**config.mk**
```make
export PLATFORM = sky130hd
export DESIGN_NAME = jtframe_frac_pll
export DESIGN_NICKNAME = d
export VERILOG_FILES = /design/src/rtl/jtframe_frac_pll.sv
export SDC_FILE = /design/constraint.sdc
export NUM_CORES = 1
export LEC_CHECK = 0
export CAP_MARGIN = 20
export CORE_UTILIZATION = 30
export CTS_CLUSTER_SIZE = 24
export DETAILED_ROUTE_END_ITERATION = 10
export GPL_TIMING_DRIVEN = 0
export HOLD_SLACK_MARGIN = 0.05
export PLACE_DENSITY = 0.44
export SLEW_MARGIN = 25
export SYNTH_ARGS = -nofsm -noshare
export SYNTH_HDL_FRONTEND = slang
export SYNTH_SLANG_ARGS = --single-unit
export TNS_END_PERCENT = 50
```
**constraint.sdc**
```tcl
create_clock -name clk -period 4.6 [get_ports clk]
set_input_delay 1.38 -clock clk [delete_from_list [all_inputs] [get_ports clk]]
set_output_delay 1.38 -clock clk [all_outputs]
set_load 0.005 [all_outputs]
```
**src/rtl/jtframe_frac_pll.sv**
```systemverilog
// Fractional clock-enable synthesiser: NCH channels, each producing cen at
// clk*mul/div plus a half-period cenb, with a shared settle window after
// reset or any accepted reconfiguration.
module jtframe_frac_pll #(
  parameter int NCH      = 4,
  parameter int W        = 10,
  parameter int LOCK_CYC = 16,
  localparam int CHW     = (NCH > 1) ? $clog2(NCH) : 1
) (
  input  logic           clk,
  input  logic           rst,
  input  logic           cfg_we,
  input  logic [CHW-1:0] cfg_ch,
  input  logic [W-1:0]   cfg_mul,
  input  logic [W-1:0]   cfg_div,
  input  logic [W-1:0]   cfg_phase,
  output logic           cfg_busy,
  output logic           cfg_err,
  output logic [NCH-1:0] cen,
  output logic [NCH-1:0] cenb,
  output logic           locked
);

  localparam int CW = $clog2(LOCK_CYC);
  localparam logic [CW-1:0] CNT_INIT = CW'(LOCK_CYC - 1);

  localparam logic [0:0] ST_SETTLE = 1'b0;
  localparam logic [0:0] ST_RUN    = 1'b1;

  logic [0:0]    state_reg, state_next;
  logic [CW-1:0] count_reg, count_next;
  logic          busy_reg, locked_reg, err_reg;

  // Writes are only taken while running; during settle they are dropped.
  logic accept, cfg_valid, run_step;
  assign accept    = (state_reg == ST_RUN) && cfg_we;
  assign cfg_valid = (cfg_mul != '0) && (cfg_div != '0) && (cfg_mul <= cfg_div);
  // The accept cycle is not an advancing cycle: every accumulator holds so
  // relative phase across channels survives the reconfiguration.
  assign run_step  = (state_reg == ST_RUN) && !cfg_we;

  // Settle/run sequencing.
  always_comb begin
    state_next = state_reg;
    count_next = count_reg;
    case (state_reg)
      ST_SETTLE: begin
        if (count_reg == '0) state_next = ST_RUN;
        else                 count_next = count_reg - 1'b1;
      end
      default: begin
        if (cfg_we) begin
          state_next = ST_SETTLE;
          count_next = CNT_INIT;
        end
      end
    endcase
  end

  // FSM state and registered status flags (all cleared during reset).
  always_ff @(posedge clk) begin
    if (rst) begin
      state_reg  <= ST_SETTLE;
      count_reg  <= CNT_INIT;
      busy_reg   <= 1'b0;
      locked_reg <= 1'b0;
      err_reg    <= 1'b0;
    end else begin
      state_reg  <= state_next;
      count_reg  <= count_next;
      busy_reg   <= (state_next == ST_SETTLE);
      locked_reg <= (state_next == ST_RUN);
      err_reg    <= accept && !cfg_valid;
    end
  end

  assign cfg_busy = busy_reg;
  assign locked   = locked_reg;
  assign cfg_err  = err_reg;

  genvar gi;
  generate
    for (gi = 0; gi < NCH; gi++) begin : g_ch
      logic [W-1:0] mul_reg, div_reg, acc_reg;
      logic         cen_reg, cenb_reg;
      logic [W:0]   sum, half;
      logic [W-1:0] acc_wrap;
      logic         wrap, sel;

      assign sel = accept && (cfg_ch == CHW'(gi));

      // Accumulator step; acc < div always holds, so the W-bit wrap result
      // of acc+mul-div is exact whenever a wrap occurs.
      always_comb begin
        sum      = {1'b0, acc_reg} + {1'b0, mul_reg};
        half     = {2'b00, div_reg[W-1:1]};
        wrap     = (sum >= {1'b0, div_reg});
        acc_wrap = acc_reg + mul_reg - div_reg;
      end

      // Channel configuration, accumulator and registered enable pulses.
      always_ff @(posedge clk) begin
        if (rst) begin
          mul_reg  <= '0;
          div_reg  <= '0;
          acc_reg  <= '0;
          cen_reg  <= 1'b0;
          cenb_reg <= 1'b0;
        end else begin
          cen_reg  <= 1'b0;
          cenb_reg <= 1'b0;
          if (sel) begin
            mul_reg <= cfg_valid ? cfg_mul : '0;
            div_reg <= cfg_div;
            acc_reg <= (cfg_phase < cfg_div) ? cfg_phase : '0;
          end else if (run_step && (mul_reg != '0)) begin
            if (wrap) begin
              acc_reg <= acc_wrap;
              cen_reg <= 1'b1;
            end else begin
              acc_reg <= sum[W-1:0];
            end
            // Half-period crossing; suppressed when mul is large enough that
            // it would merge with the main pulse.
            cenb_reg <= ({1'b0, acc_reg} < half) && (sum >= half) &&
                        ({1'b0, mul_reg} <= half);
          end
        end
      end

      assign cen[gi]  = cen_reg;
      assign cenb[gi] = cenb_reg;
    end
  endgenerate

endmodule
```
==> results of run 1 <==
-- per-stage QoR --
| stage | power [uW] | cells | hold slack, ns | worst slack, ns | instance area [um^2] |
|---|---|---|---|---|---|
| after floorplan | 1280 | 1634 | 0.458 | 1.15 | 13600 |
| after global placement | 1390 | 2271 | 0.488 | 0.0595 | 14800 |
| after detailed placement | 1390 | 2274 | 0.490 | 0.0720 | 14800 |
| after CTS | 2820 | 2305 | 0.507 | 0.0391 | 15400 |
| after global routing | 2880 | 2305 | 0.530 | 0.0368 | 15400 |
| final | 2800 | 2305 | 0.501 | 0.401 | 15400 |
-- layout make-up --
class,count,share of cell area
multi-input combinational,1229,0.639
tap,592,0.0481
buffer,52,0.0157
clock inverter,12,0.0100
clock buffer,19,0.0281
sequential,135,0.176
timing repair buffer,48,0.0307
inverter,218,0.0532
-- how the worst max path moves through the flow --
stage,start,end,slack [ns],cells after the start
finish,g_ch[0].mul_reg[0],g_ch[0].acc_reg[0],0.40,16
CTS,g_ch[0].mul_reg[0],g_ch[0].acc_reg[0],0.04,16
floorplan,g_ch[0].mul_reg[0],g_ch[0].acc_reg[0],1.15,16
global route,g_ch[0].mul_reg[0],g_ch[0].acc_reg[5],0.04,16
global placement,cfg_div[6],g_ch[0].acc_reg[1],0.06,9
detailed placement,g_ch[0].mul_reg[0],g_ch[0].acc_reg[0],0.07,16
-- Yosys cell counts, types with 16 or more instances --
master	number
inv_1	218
a211oi_1	29
dfxtp_1	135
o31ai_1	44
o21ai_0	42
clkbuf_1	39
ha_1	244
nor3_1	24
a21o_1	52
nand3_1	30
nand2b_1	44
fa_1	40
o21a_1	20
nand2_1	160
o221ai_1	34
o211ai_1	16
nand4_1	23
nor2_1	56
a21oi_1	95
xor2_1	17
mux2i_1	36
or3_1	46
xnor2_1	55
-- layout by cell type (no fill, tap or decap), types with 44 or more instances in the layout --
master             n
a21o_1            52
a21oi_1           95
clkdlybuf4s50_1   45
dfxtp_1          135
ha_1             244
inv_1            218
nand2_1          160
nand2b_1          44
nor2_1            56
o31ai_1           44
or3_1             46
xnor2_1           55
-- repair_timing --
action / CTS / global route
setup buffers: 0 / 0
hold buffers: 0 / 0
setup endpoints to repair: 0 / 9
resized for setup: 0 / 3
-- worst register-to-register path: cells and delay by family (launching register included) --
kind,cells,cell delay [ns]
AOI/OAI and AO/OA,6,1.36
xor gates and xnor gates,1,0.32
adders and majority gates,3,0.97
buffers and inverters,2,0.37
DFF,1,0.44
muxes,1,0.21
and+or+nand+nor,3,0.40
-- report_power, final --
| part | switching, uW | internal [uW] |
|---|---|---|
| sequential | 1.34 | 1170 |
| combinational | 138 | 62.3 |
| clock | 576 | 850 |
| total | 715 | 2080 |
-- kinds of logic (layout without fill, tap and decap cells) --
| kind of cell | Yosys count | count (layout) | share of synthesized area |
|---|---|---|---|
| buf+inv | 270 | 349 | 0.0780 |
| mux | 40 | 40 | 0.0299 |
| fa+ha+maj | 284 | 284 | 0.284 |
| xor+xnor | 72 | 72 | 0.0465 |
| compound gates | 393 | 393 | 0.201 |
| flops | 135 | 135 | 0.199 |
| simple gates | 440 | 440 | 0.161 |
-- layer usage --
layer	vias to the layer above	part of all wire	GRT usage
met4	0	0.021	0.0507
met3	48	0.035	0.0258
met1	5710	0.50	0.278
li1	5953	-	-
met2	248	0.45	0.328
met5	-	0	0
==> results.toml, run 1 <==
[cts]
cts_buffer_depth = 2
clock-sinks = 135
path_clk_slew_ns = 0.07
cts_htree_levels = 4
tritoncts = "yes"
worstSkewPairLatency_ns = 0.43
root_buffer = "clkbuf_16"
cts_inserted_buffers = 17

[critical_path]
r2r_cells = 16
end_kind = "flop"
cp.arrival_ns = 4.49
crit_path_start_kind = "flop"
crit_family = "compound AO/OA/AOI/OAI gates"
cpMostUsedCell = "ha_1"
cp_max_fo = 10
critPathBufInv = 2
worstPathCellList = "ha_1, inv_1, fa_1, nand2b_1, a21oi_1, nor3_1, xnor2_1, ha_1, a211oi_1, nand3_1, a31oi_1, o21bai_1, a211oi_2, buf_4, mux2i_1, o221ai_1"
cpMaxStageDelayCell = "dfxtp_1"
r2r_start = "g_ch[0].mul_reg[0]"
r2r_slack_ns = 0.40
worstSetupPathType = "flop to flop"
r2r_end = "g_ch[0].acc_reg[0]"
critical_path.max_stage_delay_ns = 0.44
cp.required_ns = 4.89

[placed_design]
port_buffers = 45
hpwlAfterDp_mm = 37.1
gp_congestion = 0.872

[die]
dieArea_um2 = 46100
initial_core_util = 0.305
die_w_um = 215
die_height_um = 215
rows = 77
ioPinCount = 46
core_area_um2 = 44400

[sta]
final_max_slew_viol_count = 0
min_period_ns = 4.20
rsz0062_at_grt = "false"
tightest_slew_ns = 0.826
slew_headroom = 0.449
timing.fmax_mhz = 238
period_share = 0.913
fin_tns_setup_ns = 0
clock_skew_ns = 0.0110
hold_violations = 0
setup-violations-final = 0

[finish]
seqCellArea_um2 = 2700
diodes = 0
fin_nets = 2020
fillers = 4708
drive_above_1_share = 0.0374
area_growth_pct = 13.5
postLayoutCoreUtil = 0.347
multi_input_comb_area_um2 = 9830

[synthesis]
yosys_register_bits = 135
synth_nets = 1953
yosysWarnings = 0
seq_area_frac_synth = 0.199
synth_area_leader_cell = "ha_1"
synthesis.area_um2 = 13600
ys.flop_type = "dfxtp_1"
syn_inst = 1634
synth_top_area_frac = 0.225
yosysUniqueCellTypes = 63
postSynthAreaPerCell_um2 = 8.30
synth_edf_count = 0
ys_async_sr_fraction = 0
ys_top_cells_by_area = "ha_1, dfxtp_1, inv_1"

[global_routing]
overflow = 0
grt_max_degree = 17
grt_pass1_vias = 12200
grt_antenna_before_repair = 0
grt_usage = 0.201
grt_pass1_wl_mm = 71.3

[outcome]
outcome = "finished, final reports clean"

[hold_path]
hold_end = "g_ch[0].acc_reg[0]"
min-delay-start = "g_ch[0].acc_reg[0]"
holdPathStages = 2
worstHoldPathType = "flop to flop"

[routing]
wl_per_cell_um = 19.7
drt_pre_antenna_iters = 6
drt_iter0_drc = 933
drt-total-wl_mm = 45.5
drc = 0
vias = 12000
vias_per_cell = 5.19
ant_nets = 0

[power_and_ir_drop]
power_density_nw_per_um2 = 182
p_leak_uw = 0.00637
ir_drop_uv = 175

[flow_run]
maxCapViolCount = 0
No activity file was read; power rests on OpenSTA's default activity.
==> inputs of run 2 (changes only) <==
Settings changed: HOLD_SLACK_MARGIN 0.05 to not set.
==> results of run 2 <==
No change in the layout: final DEF, timing and power equal those of run 1.
==> inputs of run 3 (changes only) <==
Settings changed: CORE_MARGIN set to 4.
==> results.toml, run 3 (synthesis gave the netlist of run 1 again) <==
[die]
ioPinCount = 46
dieArea_um2 = 48700
core_area_um2 = 44400
die_w_um = 221
rows = 77
die_height_um = 221
initial_core_util = 0.305

[sta]
rsz0062_at_grt = "false"
setup_slack_ns = 0.376
hold_violations = 0
fin_tns_setup_ns = 0
tightest_slew_ns = 0.858
period_share = 0.918
min_period_ns = 4.22
slew_headroom = 0.427
timing.fmax_mhz = 237
setup-violations-final = 0
final_max_slew_viol_count = 0
clock_skew_ns = 0.0103

[critical_path]
cp_max_fo = 10
cp.arrival_ns = 4.52
critical_path.max_stage_delay_ns = 0.46
cp.required_ns = 4.89
crit_path_start_kind = "flop"
worstPathCellList = "ha_1, inv_1, fa_1, nand2b_1, a21oi_1, nor3_1, xnor2_2, ha_1, a211oi_1, nand3_1, a31oi_1, o21bai_1, a211oi_2, clkbuf_4, mux2i_1, o221ai_1"
cpMostUsedCell = "ha_1"
cpMaxStageDelayCell = "dfxtp_1"
end_kind = "flop"
critPathBufInv = 2
crit_family = "compound AO/OA/AOI/OAI gates"
worstSetupPathType = "flop to flop"

[global_routing]
grt_max_degree = 17
grt_pass1_vias = 12000
grt_antenna_before_repair = 0
overflow = 0
grt_usage = 0.188
grt_pass1_wl_mm = 70.2

[routing]
drt_iter0_drc = 697
vias = 11800
ant_nets = 0
drt-total-wl_mm = 45.2
drc = 0
vias_per_cell = 5.11
wl_per_cell_um = 19.6
drt_pre_antenna_iters = 5

[cts]
cts_htree_levels = 4
cts_inserted_buffers = 17
hold_buffers = 0
tritoncts = "yes"
root_buffer = "clkbuf_16"
worstSkewPairLatency_ns = 0.43
clock-sinks = 135
cts_buffer_depth = 2
path_clk_slew_ns = 0.07

[placed_design]
place_ws_ns = 0.0126
port_buffers = 45
gp_congestion = 0.846
hpwlAfterDp_mm = 36.9

[finish]
area_growth_pct = 13.5
final_cell_mix = "ha_1, inv_1, nand2_1"
drive_above_1_share = 0.0374
diodes = 0
layout_commonest_cell = "ha_1"
fillers = 4687
fin_nets = 2017

[power_and_ir_drop]
p_leak_uw = 0.00638
power_density_nw_per_um2 = 183
ir_drop_uv = 205

[flow_run]
maxCapViolCount = 0

[outcome]
outcome = "finished, final reports clean"

[hold_path]
worstHoldPathType = "flop to flop"
-- run 3: cell count changes in the layout (fill, tap and decap cells not counted), sizes merged --
cell / change
clkbuf: +2
clkinv: +2
clkinvlp: -1
buf: -4
inv: -1
-- run 3: path summary, 6_finish.rpt --
kind	start	end	slack, ns	depth (start not counted)
setup / recovery	g_ch[0].mul_reg[0]	g_ch[0].acc_reg[9]	0.38	16
hold / removal	g_ch[2].div_reg[9]	g_ch[2].div_reg[9]	0.50	2
setup reg to reg	g_ch[0].mul_reg[0]	g_ch[0].acc_reg[9]	0.38	16
hold reg to reg	g_ch[2].div_reg[9]	g_ch[2].div_reg[9]	0.50	2
-- run 3: layout make-up --
type                    count  area, um^2  area share
flip-flops and latches    135        2700       0.176
multi-input cells        1229        9830       0.639
clock buffers              20         457      0.0297
plain buffers              52         241      0.0157
repair buffers             45         450      0.0293
inverters                 218         818      0.0531
clock inverters            12         151     0.00983
well taps                 592         741      0.0481
-- run 3: stage by stage --
stage | power, uW | cells | instance area [um^2] | hold WS, ns | util
6_report | 2820 | 2303 | 15400 | 0.499 | 0.347
5_1_grt | 2910 | 2303 | 15400 | 0.525 | 0.347
4_1_cts | 2850 | 2303 | 15400 | 0.498 | 0.346
3_5_place_dp | 1390 | 2271 | 14800 | 0.489 | 0.333
3_3_place_gp | 1390 | 2271 | 14800 | 0.486 | 0.332
2_1_floorplan | 1280 | 1634 | 13600 | 0.458 | -
-- run 3: what timing repair did --
item,in CTS,in global routing
gates resized for setup,0,3
setup buffers,0,0
setup endpoints to repair,0,9
-- run 3: power by group --
group / switching [uW] / leakage [uW] / total, uW / internal, uW
sequential: 1.30 / 0.00109 / 1170 / 1170
combinational: 134 / 0.00500 / 195 / 60.7
clock: 575 / 0.000296 / 1460 / 880
total: 710 / 0.00638 / 2820 / 2110
-- run 3: worst reg2reg max path: stages (launching register included) --
cell and delay [ns]:
dfxtp_1 0.46, ha_1 0.26, inv_1 0.07, fa_1 0.39
nand2b_1 0.18, a21oi_1 0.24, nor3_1 0.13, xnor2_2 0.22
ha_1 0.31, a211oi_1 0.28, nand3_1 0.11, a31oi_1 0.23
o21bai_1 0.14, a211oi_2 0.38, clkbuf_4 0.35, mux2i_1 0.22
o221ai_1 0.13
-- run 3: routing by layer --
| metal | GRT usage | share of wire | vias up | wire, um |
|---|---|---|---|---|
| li1 | - | - | 5951 | - |
| met1 | 0.266 | 0.50 | 5584 | 22400 |
| met2 | 0.304 | 0.45 | 193 | 20300 |
| met3 | 0.0269 | 0.039 | 33 | 1780 |
| met4 | 0.0404 | 0.016 | 0 | 721 |
| met5 | 0 | 0 | - | 0 |
